### src/rtl/rst_seq_ctrl.sv
// ---------------------------------------------------------------------------
// rst_seq_ctrl
//   Reset sequencer for N_CH downstream reset domains. When started, it holds
//   every domain in reset for HOLD_CYC cycles. It then releases channel 0,
//   channel 1 and so on, spaced STAGGER_CYC cycles apart. After the last
//   release it runs for RUN_CYC cycles, then re-asserts reset for one cycle.
//   In periodic mode the HOLD..REASSERT round repeats up to MAX_ROUNDS times
//   (0 = until aborted). Otherwise the sequencer parks in DONE.
//
// Ports
//   clk        in   1      rising-edge clock
//   rst        in   1      synchronous active-high master reset
//   start      in   1      begin a sequence (sampled in IDLE and DONE only)
//   abort      in   1      force every channel into reset and return to IDLE
//   ch_rst     out  N_CH   per-domain reset, active-high
//   running    out  1      high while every ch_rst bit is low
//   done       out  1      high while in DONE
//   round_cnt  out  8      rounds completed since last start (wraps)
//   cyc_cnt    out  CNT_W  cycles spent in the current state
//
// Every output is a flop. Each output register is loaded from the next-state
// view of the sequencer, so the outputs line up with the state register and
// there is no input-to-output combinational path.
// ---------------------------------------------------------------------------
module rst_seq_ctrl #(
    parameter int unsigned N_CH          = 4,
    parameter int unsigned HOLD_CYC      = 10,
    parameter int unsigned STAGGER_CYC   = 2,
    parameter int unsigned RUN_CYC       = 45,
    parameter int unsigned CNT_W         = 16,
    parameter int unsigned MODE_PERIODIC = 0,
    parameter int unsigned MAX_ROUNDS    = 1
) (
    input  logic              clk,
    input  logic              rst,
    input  logic              start,
    input  logic              abort,
    output logic [N_CH-1:0]   ch_rst,
    output logic              running,
    output logic              done,
    output logic [7:0]        round_cnt,
    output logic [CNT_W-1:0]  cyc_cnt
);

    typedef enum logic [2:0] {
        ST_IDLE     = 3'd0,
        ST_HOLD     = 3'd1,
        ST_RELEASE  = 3'd2,
        ST_RUN      = 3'd3,
        ST_REASSERT = 3'd4,
        ST_DONE     = 3'd5
    } state_t;

    // A zero-length HOLD or RUN phase is stretched to one cycle.
    localparam int unsigned HOLD_LEN = (HOLD_CYC == 0) ? 1 : HOLD_CYC;
    localparam int unsigned RUN_LEN  = (RUN_CYC == 0) ? 1 : RUN_CYC;
    localparam int unsigned REL_LEN  = (N_CH - 1) * STAGGER_CYC + 1;

    localparam logic [CNT_W-1:0] HOLD_LAST = CNT_W'(HOLD_LEN - 1);
    localparam logic [CNT_W-1:0] REL_LAST  = CNT_W'(REL_LEN - 1);
    localparam logic [CNT_W-1:0] RUN_LAST  = CNT_W'(RUN_LEN - 1);
    localparam logic [CNT_W-1:0] CNT_ZERO  = {CNT_W{1'b0}};
    localparam logic [CNT_W-1:0] CNT_MAX   = {CNT_W{1'b1}};

    state_t            state_r;
    state_t            state_next_s;
    logic [CNT_W-1:0]  cyc_cnt_r;
    logic [CNT_W-1:0]  cnt_next_s;
    logic [7:0]        round_cnt_r;
    logic [7:0]        round_next_s;
    logic [N_CH-1:0]   ch_rst_r;
    logic [N_CH-1:0]   ch_rst_next_s;
    logic              running_r;
    logic              running_next_s;
    logic              done_r;
    logic              done_next_s;
    logic              another_round_s;

    // IDLE and DONE have no natural end, so their counter saturates instead of wrapping.
    function automatic logic [CNT_W-1:0] sat_inc(input logic [CNT_W-1:0] v);
        logic [CNT_W-1:0] r;
        if (v == CNT_MAX) begin
            r = v;
        end else begin
            r = v + CNT_W'(1);
        end
        return r;
    endfunction

    // Decide whether the round just completed should be followed by another round.
    always_comb begin
        if (MODE_PERIODIC != 32'd0) begin
            another_round_s = (MAX_ROUNDS == 32'd0) ||
                              ((32'(round_cnt_r) + 32'd1) < MAX_ROUNDS);
        end else begin
            another_round_s = 1'b0;
        end
    end

    // Next-state, cycle counter and round counter; abort overrides everything else.
    always_comb begin
        state_next_s = state_r;
        cnt_next_s   = cyc_cnt_r;
        round_next_s = round_cnt_r;
        if (abort) begin
            state_next_s = ST_IDLE;
            cnt_next_s   = CNT_ZERO;
        end else begin
            case (state_r)
                ST_IDLE, ST_DONE: begin
                    if (start) begin
                        state_next_s = ST_HOLD;
                        cnt_next_s   = CNT_ZERO;
                        round_next_s = 8'd0;
                    end else begin
                        cnt_next_s = sat_inc(cyc_cnt_r);
                    end
                end
                ST_HOLD: begin
                    if (cyc_cnt_r == HOLD_LAST) begin
                        state_next_s = ST_RELEASE;
                        cnt_next_s   = CNT_ZERO;
                    end else begin
                        cnt_next_s = cyc_cnt_r + CNT_W'(1);
                    end
                end
                ST_RELEASE: begin
                    if (cyc_cnt_r == REL_LAST) begin
                        state_next_s = ST_RUN;
                        cnt_next_s   = CNT_ZERO;
                    end else begin
                        cnt_next_s = cyc_cnt_r + CNT_W'(1);
                    end
                end
                ST_RUN: begin
                    if (cyc_cnt_r == RUN_LAST) begin
                        state_next_s = ST_REASSERT;
                        cnt_next_s   = CNT_ZERO;
                    end else begin
                        cnt_next_s = cyc_cnt_r + CNT_W'(1);
                    end
                end
                ST_REASSERT: begin
                    round_next_s = round_cnt_r + 8'd1;
                    cnt_next_s   = CNT_ZERO;
                    if (another_round_s) begin
                        state_next_s = ST_HOLD;
                    end else begin
                        state_next_s = ST_DONE;
                    end
                end
                default: begin
                    state_next_s = ST_IDLE;
                    cnt_next_s   = CNT_ZERO;
                end
            endcase
        end
    end

    // Output values for the upcoming cycle, derived from the next state and count.
    always_comb begin
        ch_rst_next_s  = {N_CH{1'b1}};
        running_next_s = 1'b0;
        done_next_s    = 1'b0;
        case (state_next_s)
            ST_RELEASE: begin
                // Channel i is released once the count reaches i*STAGGER_CYC and stays released.
                for (int i = 0; i < int'(N_CH); i++) begin
                    ch_rst_next_s[i] = (cnt_next_s < CNT_W'(32'(i) * STAGGER_CYC));
                end
                running_next_s = (cnt_next_s == REL_LAST);
            end
            ST_RUN: begin
                ch_rst_next_s  = {N_CH{1'b0}};
                running_next_s = 1'b1;
            end
            ST_DONE: begin
                done_next_s = 1'b1;
            end
            default: begin
                ch_rst_next_s = {N_CH{1'b1}};
            end
        endcase
    end

    // Sequencer state, cycle counter and round counter registers.
    always_ff @(posedge clk) begin
        if (rst) begin
            state_r     <= ST_IDLE;
            cyc_cnt_r   <= CNT_ZERO;
            round_cnt_r <= 8'd0;
        end else begin
            state_r     <= state_next_s;
            cyc_cnt_r   <= cnt_next_s;
            round_cnt_r <= round_next_s;
        end
    end

    // Registered channel resets and status flags.
    always_ff @(posedge clk) begin
        if (rst) begin
            ch_rst_r  <= {N_CH{1'b1}};
            running_r <= 1'b0;
            done_r    <= 1'b0;
        end else begin
            ch_rst_r  <= ch_rst_next_s;
            running_r <= running_next_s;
            done_r    <= done_next_s;
        end
    end

    assign ch_rst    = ch_rst_r;
    assign running   = running_r;
    assign done      = done_r;
    assign round_cnt = round_cnt_r;
    assign cyc_cnt   = cyc_cnt_r;

endmodule

### config.mk
export PLATFORM = sky130hd
export DESIGN_NAME = rst_seq_ctrl
export DESIGN_NICKNAME = d
export VERILOG_FILES = /design/src/rtl/rst_seq_ctrl.sv
export SDC_FILE = /design/constraint.sdc
export NUM_CORES = 1
export LEC_CHECK = 0
export BUFFER_PORTS_ARGS = -buffer_cell sky130_fd_sc_hd__buf_4
export CAP_MARGIN = 20
export CORE_UTILIZATION = 50
export CTS_CLUSTER_DIAMETER = 30
export DETAILED_ROUTE_END_ITERATION = 6
export PLACE_DENSITY_LB_ADDON = 0.05
export SETUP_SLACK_MARGIN = 0.02
export SLEW_MARGIN = 10
export SYNTH_ARGS = -nofsm -noshare
export SYNTH_HDL_FRONTEND = slang
export SYNTH_SLANG_ARGS = --single-unit
### constraint.sdc
create_clock -name clk -period 5.1 [get_ports clk]
set_input_delay 0.51 -clock clk [delete_from_list [all_inputs] [get_ports clk]]
set_output_delay 0.51 -clock clk [all_outputs]
set_load 0.03 [all_outputs]
==> results of run 1 <==
[power breakdown]
group / internal (mW) / leakage [nW] / switching (mW) / total (mW)
Combinational: 0.0125 / 0.606 / 0.0218 / 0.0343
Sequential: 0.259 / 0.266 / 0.00317 / 0.263
Clock: 0.0940 / 0.0439 / 0.0991 / 0.193
[registers in the layout, summed over array words and instances (netlist names)]
name,cells
done,1
running,1
round_cnt,8
ch_rst,4
state_r,3
cyc_cnt,16
[per-layer routing]
layer / vias up / routed length (µm) / track usage
met4: 0 / 79 / 0.0881
met1: 826 / 2150 / 0.329
li1: 894 / - / -
met3: 9 / 377 / 0.0833
met2: 76 / 1930 / 0.346
met5: - / 0 / 0
[kinds of logic after synthesis]
logic type,after synthesis
muxes,3
and+or+nand+nor,110
adders and majority gates,6
xor gates and xnor gates,18
buffers and inverters,20
DFF,33
AOI/OAI and AO/OA,47
[cell type report]
cell class,count,share of cell area
multi-input combinational,184,0.517
sequential,33,0.296
timing repair buffer,33,0.111
clock buffer,5,0.0308
tap,46,0.0258
inverter,7,0.0118
clock inverter,3,0.00785
[how the worst max path moves through the flow]
stage	startpoint	endpoint	slack (ps)	cells past startpoint
2_1_floorplan	cyc_cnt[1]$_SDFF_PP0_	running$_SDFF_PP0_	2560	8
3_3_place_gp	cyc_cnt[1]$_SDFF_PP0_	running$_SDFF_PP0_	2470	8
3_5_place_dp	cyc_cnt[1]$_SDFF_PP0_	running$_SDFF_PP0_	2390	8
4_1_cts	cyc_cnt[0]$_SDFF_PP0_	running$_SDFF_PP0_	2350	8
5_1_grt	cyc_cnt[0]$_SDFF_PP0_	running$_SDFF_PP0_	2170	8
6_report	cyc_cnt[0]$_SDFF_PP0_	running$_SDFF_PP0_	2340	8
[cell usage after synthesis, drive strengths merged]
cell type and count:
nor4 5, nor4b 1, nand2 13, a32oi 1, xnor2 7, and2 1, nand4 6, a2111oi 1
o21ai 9, nor3 7, mux2i 2, a211oi 5, dfxtp 33, or2 1, a21boi 1, o21a 1
and3 7, a211o 3, o32ai 1, inv 7, and4 3, a41oi 1, or3 3, maj3 1
a22oi 1, a31o 1, mux2 1, clkbuf 8, nor2 42, nand3 16, a31oi 2, o22ai 1
buf 5, nor3b 2, a21oi 14, nand2b 3, xor2 11, a21o 3, ha 5, o31ai 2
[worst max-delay path: stages (launching register included)]
cell and delay [ps]:
dfxtp_1 470, ha_1 280, nand4_1 240, nor2_1 320
nand3_1 120, a211o_1 440, and2_1 200, a211o_1 340
o32ai_2 250
[stage by stage]
step           area, µm²  total power, mW  std cells  utilization
2_1_floorplan       1890            0.291        237            -
3_3_place_gp        2140            0.302        303        0.618
3_5_place_dp        2140            0.302        303        0.618
4_1_cts             2230            0.493        311        0.643
5_1_grt             2230            0.513        311        0.643
6_report            2230            0.490        311        0.643
==> impl_metrics.tcl, run 1 <==
set metrics [dict create \
    nets 273 \
    overflow 0 \
    r2r_cells 8 \
    cts_tree "built" \
    syn_nets 246 \
    grt_pass1_wl_um 7470 \
    post-route-min-period_ps 2760 \
    p_per_area_mw_per_mm2 220 \
    hp-class "in -> reg" \
    fill_cells 327 \
    post_cts_buffers 0 \
    mostFrequentLayoutCells "nor2_1 (42), dfxtp_1 (33), buf_4 (33), nand3_1 (16), a21oi_1 (14)" \
    grt_max_degree 15 \
    antenna_found_initial 0 \
    totalWireLength_um 4530 \
    run_status "finished, final reports clean" \
    core.rowCount 21 \
    drive_gt1_frac 0.189 \
    multi_input_area_mm2 0.00115 \
    dp_hpwl_um 3240 \
    worstReg2RegStart "cyc_cnt[0]$_SDFF_PP0_" \
    min_from "rst" \
    area_delta_synth_final_pct 17.8 \
    synth_top_area_share 0.349 \
    coreArea_mm2 0.00347 \
    r2r-end "running$_SDFF_PP0_" \
    layout_commonest_cell "nor2_1" \
    maxCapViolCount 0 \
    r2r_slack_ps 2340 \
    synth-compound-area-share 0.166 \
    initial_utilization 0.546 \
    hold_ws_ps 460 \
    ys_ff_latch 33 \
    path_clk_slew_ps 70 \
    drc 0 \
    slew_headroom 0.579 \
    ant_nets 0 \
    worstSetupPathType "reg -> reg" \
    pre_cts_slack_ps 2390 \
    clockRootBuffer "clkbuf_8" \
    syn_inst 237 \
    p_leak_nw 0.916 \
    synth_top_family_by_area "simple AND/OR/NAND/NOR gates" \
    grtUsageTotal 0.241 \
    path_max_fanout 11 \
    synth_top_cell_by_area "dfxtp_1" \
    clock_skew_ps 5.52 \
    htreeDepth 2 \
    min_path_cells 2 \
    portBuffers 33 \
    crit_path_end_kind "register" \
    dieWidth_um 63.6 \
    ys_top_cells_by_area "dfxtp_1 (35%), nor2_1 (8.3%), xor2_1 (5.1%), nand3_1 (4.2%), a21oi_1 (3.7%)" \
    drt_first_pass_iters 6 \
    hold_buffers 0 \
    worstSkewPairLatency_ps 290 \
    cts_resized 0 \
    syn-cell-area_mm2 0.00189 \
    setup_tns_ps 0 \
    seq_area_um2 661 \
    avgSynthCellArea_um2 7.99 \
    min_period_over_period 0.541 \
    tightest_slew_ps 628 \
    critical_path.startpoint_type "register" \
    viasPerCell 5.80 \
    die_area_mm2 0.00404 \
    cp.required_ps 5310 \
    setup_violations 0 \
    cts-buffers-inserted 5 \
    vdd_ir_drop_max_v 0.000169 \
    post_drt_wl_per_cell_um 14.6 \
    clockBufferDepth 2 \
    synth-simple-area-share 0.304 \
    slew_viol_final 0 \
    num_antenna_cells 0 \
    fin_ws_ps 2340 \
    die_h_um 63.6 \
    min_delay_worst_endpoint "cyc_cnt[4]$_SDFF_PP0_" \
    ys_seq_area_frac 0.349 \
    synth-xor-area-share 0.0832 \
    fmax_ghz 0.363 \
    yosysWarningCount 0 \
    drt-initial-drc-count 137 \
    muxShareOfSynthArea 0.0165 \
    ios 34 \
    clock-sinks 33 \
    synthAdderAreaFrac 0.0383 \
    rsz0062_at_grt "false" \
    hold_viol_final 0 \
    arrival_ps 2970 \
    synth.distinct_cells 44 \
    grt_pass1_vias 1599 \
    vias 1805 \
    gp_congestion 0.914 \
]
Note: power is estimated with default switching activity, not from simulation.
==> run 2: changes to the inputs <==
- clock period: 5.1 -> 2.45 ns (I/O delays scaled with it)
==> run 2 against run 1 <==
Combinational power increased by 140%; first-iteration DRC count increased by 2.2%; worst setup slack got worse by 2200 ps; largest cell class unchanged; highest routed layer unchanged.
==> impl_metrics.tcl, run 2 (synthesis results as in run 1) <==
set metrics [dict create \
    largest_reg_flops 16 \
    drive_gt1_frac 0.299 \
    crit_path_end_kind "register" \
    dieWidth_um 63.6 \
    p_comb_frac 0.083 \
    hold_viol_final 0 \
    htreeDepth 2 \
    grt_pass1_vias 1710 \
    hp-class "in -> reg" \
    m1WireLength_um 2150 \
    post-route-min-period_ps 2350 \
    slew_headroom 0.680 \
    drc 0 \
    num_antenna_cells 0 \
    clockRootBuffer "clkbuf_8" \
    clock_skew_ps 4.35 \
    slew_viol_final 0 \
    setup_tns_ps 0 \
    gp_congestion 0.934 \
    die_area_mm2 0.00404 \
    cp.required_ps 2650 \
    tightest_slew_ps 478 \
    totalWireLength_um 4850 \
    grt_pass1_wl_um 7960 \
    p_int_mw 0.775 \
    core.rowCount 21 \
    p_leak_nw 1.04 \
    cts_tree "built" \
    area_delta_synth_final_pct 28.8 \
    arrival_ps 2550 \
    fmax_ghz 0.425 \
    dr_wl_met3_um 302 \
    dp_hpwl_um 3650 \
    mostFrequentLayoutCells "buf_4 (56), nor2_1 (40), dfxtp_1 (25), nand3_1 (15), a21oi_1 (14)" \
    drt_first_pass_iters 4 \
    seq_area_um2 671 \
    wl_met2_um 2270 \
    viasPerCell 5.70 \
    multi_input_area_mm2 0.00118 \
    switching_share 0.236 \
    initial_utilization 0.546 \
    ant_nets 0 \
    fill_cells 300 \
    clock-sinks 33 \
    maxCapViolCount 0 \
    path_max_fanout 8 \
    vias 1904 \
    worstSkewPairLatency_ps 280 \
    highest_layer "met4" \
    coreArea_mm2 0.00347 \
    critical_path.startpoint_type "register" \
    run_status "finished, final reports clean" \
    utilization 0.703 \
    p_per_area_mw_per_mm2 416 \
    cts-buffers-inserted 5 \
    p_sw_mw 0.240 \
    min_period_over_period 0.961 \
    clock_power_share 0.380 \
    path_clk_slew_ps 60 \
    worstSetupPathType "reg -> reg" \
    overflow 0 \
    drt-initial-drc-count 140 \
    clockBufferDepth 2 \
    nets 296 \
    layout_commonest_cell "buf_4" \
    power_frac_seq 0.537 \
    post_drt_wl_per_cell_um 14.5 \
    setup_violations 0 \
    grt_max_degree 11 \
    die_h_um 63.6 \
    grtUsageTotal 0.253 \
    portBuffers 33 \
    antenna_found_initial 0 \
    vdd_ir_drop_max_v 0.000271 \
    ios 34 \
]
==> run 2: changes by cell type in the layout (fill, tap and decap cells not counted), sizes merged <==
cell	change
buf	+23
clkbuf	+3
clkinvlp	-1
clkinv	-2
==> run 2: critical path, stage by stage, from the launching register on <==
cell and delay [ps]:
dfxtp_2 320, buf_4 160, inv_1 80, ha_1 130
nor4b_2 220, a21o_1 140, a21oi_1 80, o31ai_1 450
a41oi_1 120, a211o_1 310, o32ai_2 260
==> run 2: metrics by stage <==
step | power [mW] | std cells | instance area (µm²) | hold WS, ps | setup WS [ps]
final | 1.01 | 334 | 2440 | 187 | 96.7
after global routing | 1.05 | 334 | 2440 | 203 | -10.3
after CTS | 1.03 | 331 | 2390 | 175 | 20.5
after detailed placement | 0.639 | 323 | 2300 | 485 | -27.1
after global placement | 0.639 | 323 | 2300 | 481 | 15.7
after floorplan | 0.606 | 237 | 1900 | 317 | 21.5
==> run 2: metal layers <==
metal  track usage  vias up
met4         0.119        0
met2         0.410       64
met5             0        -
met3        0.0399       14
met1         0.325      881
li1              -      945
==> run 2: final cells by class <==
class                      count  area share
inverter                       7      0.0108
multi-input combinational    184       0.486
clock buffer                   8      0.0328
tap                           46      0.0236
timing repair buffer          56       0.172
sequential                    33       0.275
==> run 2: path summary, 6_finish.rpt <==
check	depth (start not counted)	end	from	slack [ps]
worst max-delay path	10	running$_SDFF_PP0_	cyc_cnt[1]$_SDFF_PP0_	100
worst min-delay path	2	cyc_cnt[4]$_SDFF_PP0_	rst	190
worst max register to register	10	running$_SDFF_PP0_	cyc_cnt[1]$_SDFF_PP0_	100
worst min register to register	2	round_cnt[7]$_SDFFE_PP0P_	round_cnt[7]$_SDFFE_PP0P_	520
==> run 2: what timing repair did <==
action                                  4_1_cts  5_1_grt
endpoints found under the setup margin        1        1
hold buffers                                  0        0
buffers inserted                              0        3
resized for setup                             2       10
pin swaps                                     0        4
==> run 2: power groups by stage <==
stage | registers (mW) | logic, mW | clock network (mW)
floorplan | 0.562 | 0.0446 | 0
global placement | 0.556 | 0.0821 | 0
detailed placement | 0.557 | 0.0826 | 0
CTS | 0.544 | 0.0828 | 0.402
global route | 0.545 | 0.0910 | 0.419
finish | 0.545 | 0.0840 | 0.386
==> run 3: changes to the inputs <==
- SETUP_SLACK_MARGIN: 0.02 -> 0.15
- clock period: 2.45 -> 3 ns (I/O delays scaled with it)
==> run 3 against run 2 <==
First-iteration DRC count shrank 13%; wire length decreased by 6.8%; sequential share of layout area increased by 1.4 points; via count decreased by 5.4%; design area shrank 6.3%; critical path depth is 2 lower; die area stayed put; power is 7.2% lower; count of clock-buffer cells in the layout is 1 lower; hold slack gained 42 ps.
==> impl_metrics.tcl, run 3 (synthesis results as in run 1) <==
set metrics [dict create \
    arrival_ps 2910 \
    vias 1801 \
    core.rowCount 21 \
    setup_violations 0 \
    grtUsageMet2 0.319 \
    place_area_mm2 0.00217 \
    dp_hpwl_um 3300 \
    hold_ws_ps 229 \
    postLayoutCellArea_mm2 0.00229 \
    htreeDepth 2 \
    r2r_cells 8 \
    slew_headroom 0.611 \
    ios 34 \
    num_antenna_cells 0 \
    rsz0062_at_grt "false" \
    post_drt_wl_per_cell_um 14.4 \
    die_h_um 63.6 \
    use_met3 0.0652 \
    nets 276 \
    overflow 0 \
    cp.required_ps 3210 \
    fin_cells 314 \
    die_area_mm2 0.00404 \
    placedCellCount 306 \
    layout_commonest_cell "nor2_1" \
    worstSkewPairLatency_ps 290 \
    mostFrequentLayoutCells "nor2_1 (41), buf_4 (36), dfxtp_1 (33), nand3_1 (16), a21oi_1 (14)" \
    finalPower_mw 0.941 \
    hp-class "in -> reg" \
    grtUsageTotal 0.235 \
    pre_cts_slack_ps 318 \
    slew_viol_final 0 \
    gp_congestion 0.954 \
    setup.worst_path.end "running$_SDFF_PP0_" \
    hold_viol_final 0 \
    ant_nets 0 \
    worstReg2RegStart "cyc_cnt[1]$_SDFF_PP0_" \
    vdd_ir_drop_max_v 0.000259 \
    path_clk_slew_ps 70 \
    coreArea_mm2 0.00347 \
    p_per_area_mw_per_mm2 412 \
    tightest_slew_ps 578 \
    cts_tree "built" \
    grt_pass1_vias 1539 \
    area_delta_synth_final_pct 20.7 \
    utilization 0.659 \
    drive_gt1_frac 0.198 \
    post_cts_buffers 0 \
    viasPerCell 5.74 \
    crit_path_end_kind "register" \
    path_max_fanout 11 \
    drt-initial-drc-count 122 \
    dieWidth_um 63.6 \
    antenna_found_initial 0 \
    critical_path.startpoint_type "register" \
    hold_buffers 0 \
    setup_tns_ps 0 \
    portBuffers 33 \
    worstSetupPathType "reg -> reg" \
    cts_resized 0 \
    clock-sinks 33 \
    totalWireLength_um 4520 \
    fin_ws_ps 308 \
    post-route-min-period_ps 2690 \
    clock_skew_ps 12.5 \
    fmax_ghz 0.372 \
    clockBufferDepth 2 \
    run_status "finished, final reports clean" \
    cts-buffers-inserted 5 \
    r2r-end "running$_SDFF_PP0_" \
    grt_max_degree 14 \
    largest_reg_flops 16 \
    initial_utilization 0.546 \
    r2r_slack_ps 310 \
    clockRootBuffer "clkbuf_8" \
    top_usage_layer "met1" \
    drt_first_pass_iters 4 \
    maxCapViolCount 0 \
    grt_use_met1 0.346 \
    crit_start "cyc_cnt[1]$_SDFF_PP0_" \
    min_path_cells 2 \
    drc 0 \
    min_period_over_period 0.897 \
    p_leak_nw 0.946 \
    grt_pass1_wl_um 7310 \
]
run 3: changes by cell type in the layout (fill, tap and decap cells not counted), moves of 2 or more:
cell / before / now
dfxtp_1: 25 / 33
nor4_2: 2 / 0
nor4_1: 2 / 4
buf_4: 56 / 36
dfxtp_2: 8 / 0
clkbuf_1: 3 / 1
run 3: critical path: stages (launching register included):
cell and delay (ps):
dfxtp_1 480, ha_1 300, nand4_1 240, nor2_2 260, nand3_1 100, a211o_1 450
and2_1 210, a211o_1 340, o32ai_2 250
run 3: report_power, final:
| group | internal, mW | switching [mW] | total (mW) | leakage [nW] |
|---|---|---|---|---|
| clock | 0.271 | 0.162 | 0.433 | 0.0585 |
| sequential | 0.441 | 0.00524 | 0.446 | 0.266 |
| combinational | 0.0239 | 0.0378 | 0.0617 | 0.621 |
run 3: worst min-delay path by stage:
stage,start,to,slack [ps]
floorplan,rst,cyc_cnt[4]$_SDFF_PP0_,380
global placement,round_cnt[7]$_SDFFE_PP0P_,round_cnt[7]$_SDFFE_PP0P_,500
detailed placement,round_cnt[7]$_SDFFE_PP0P_,round_cnt[7]$_SDFFE_PP0P_,510
CTS,rst,cyc_cnt[4]$_SDFF_PP0_,230
global route,rst,cyc_cnt[4]$_SDFF_PP0_,230
finish,rst,cyc_cnt[4]$_SDFF_PP0_,230
run 3: area by class of cell:
cell class,instances,area [µm²]
Fill cell,331,1180
Multi-Input combinational cell,184,1150
Sequential cell,33,661
Timing Repair Buffer,36,270
Clock buffer,7,86.3
Tap cell,46,57.6
Clock inverter,1,30.0
Inverter,7,26.3
run 3: metal layers:
layer  part of all wire  vias to the layer above
li1                   -                      904
met1               0.48                      821
met2               0.42                       67
met3              0.083                        9
met4              0.016                        0
met5                  0                        -
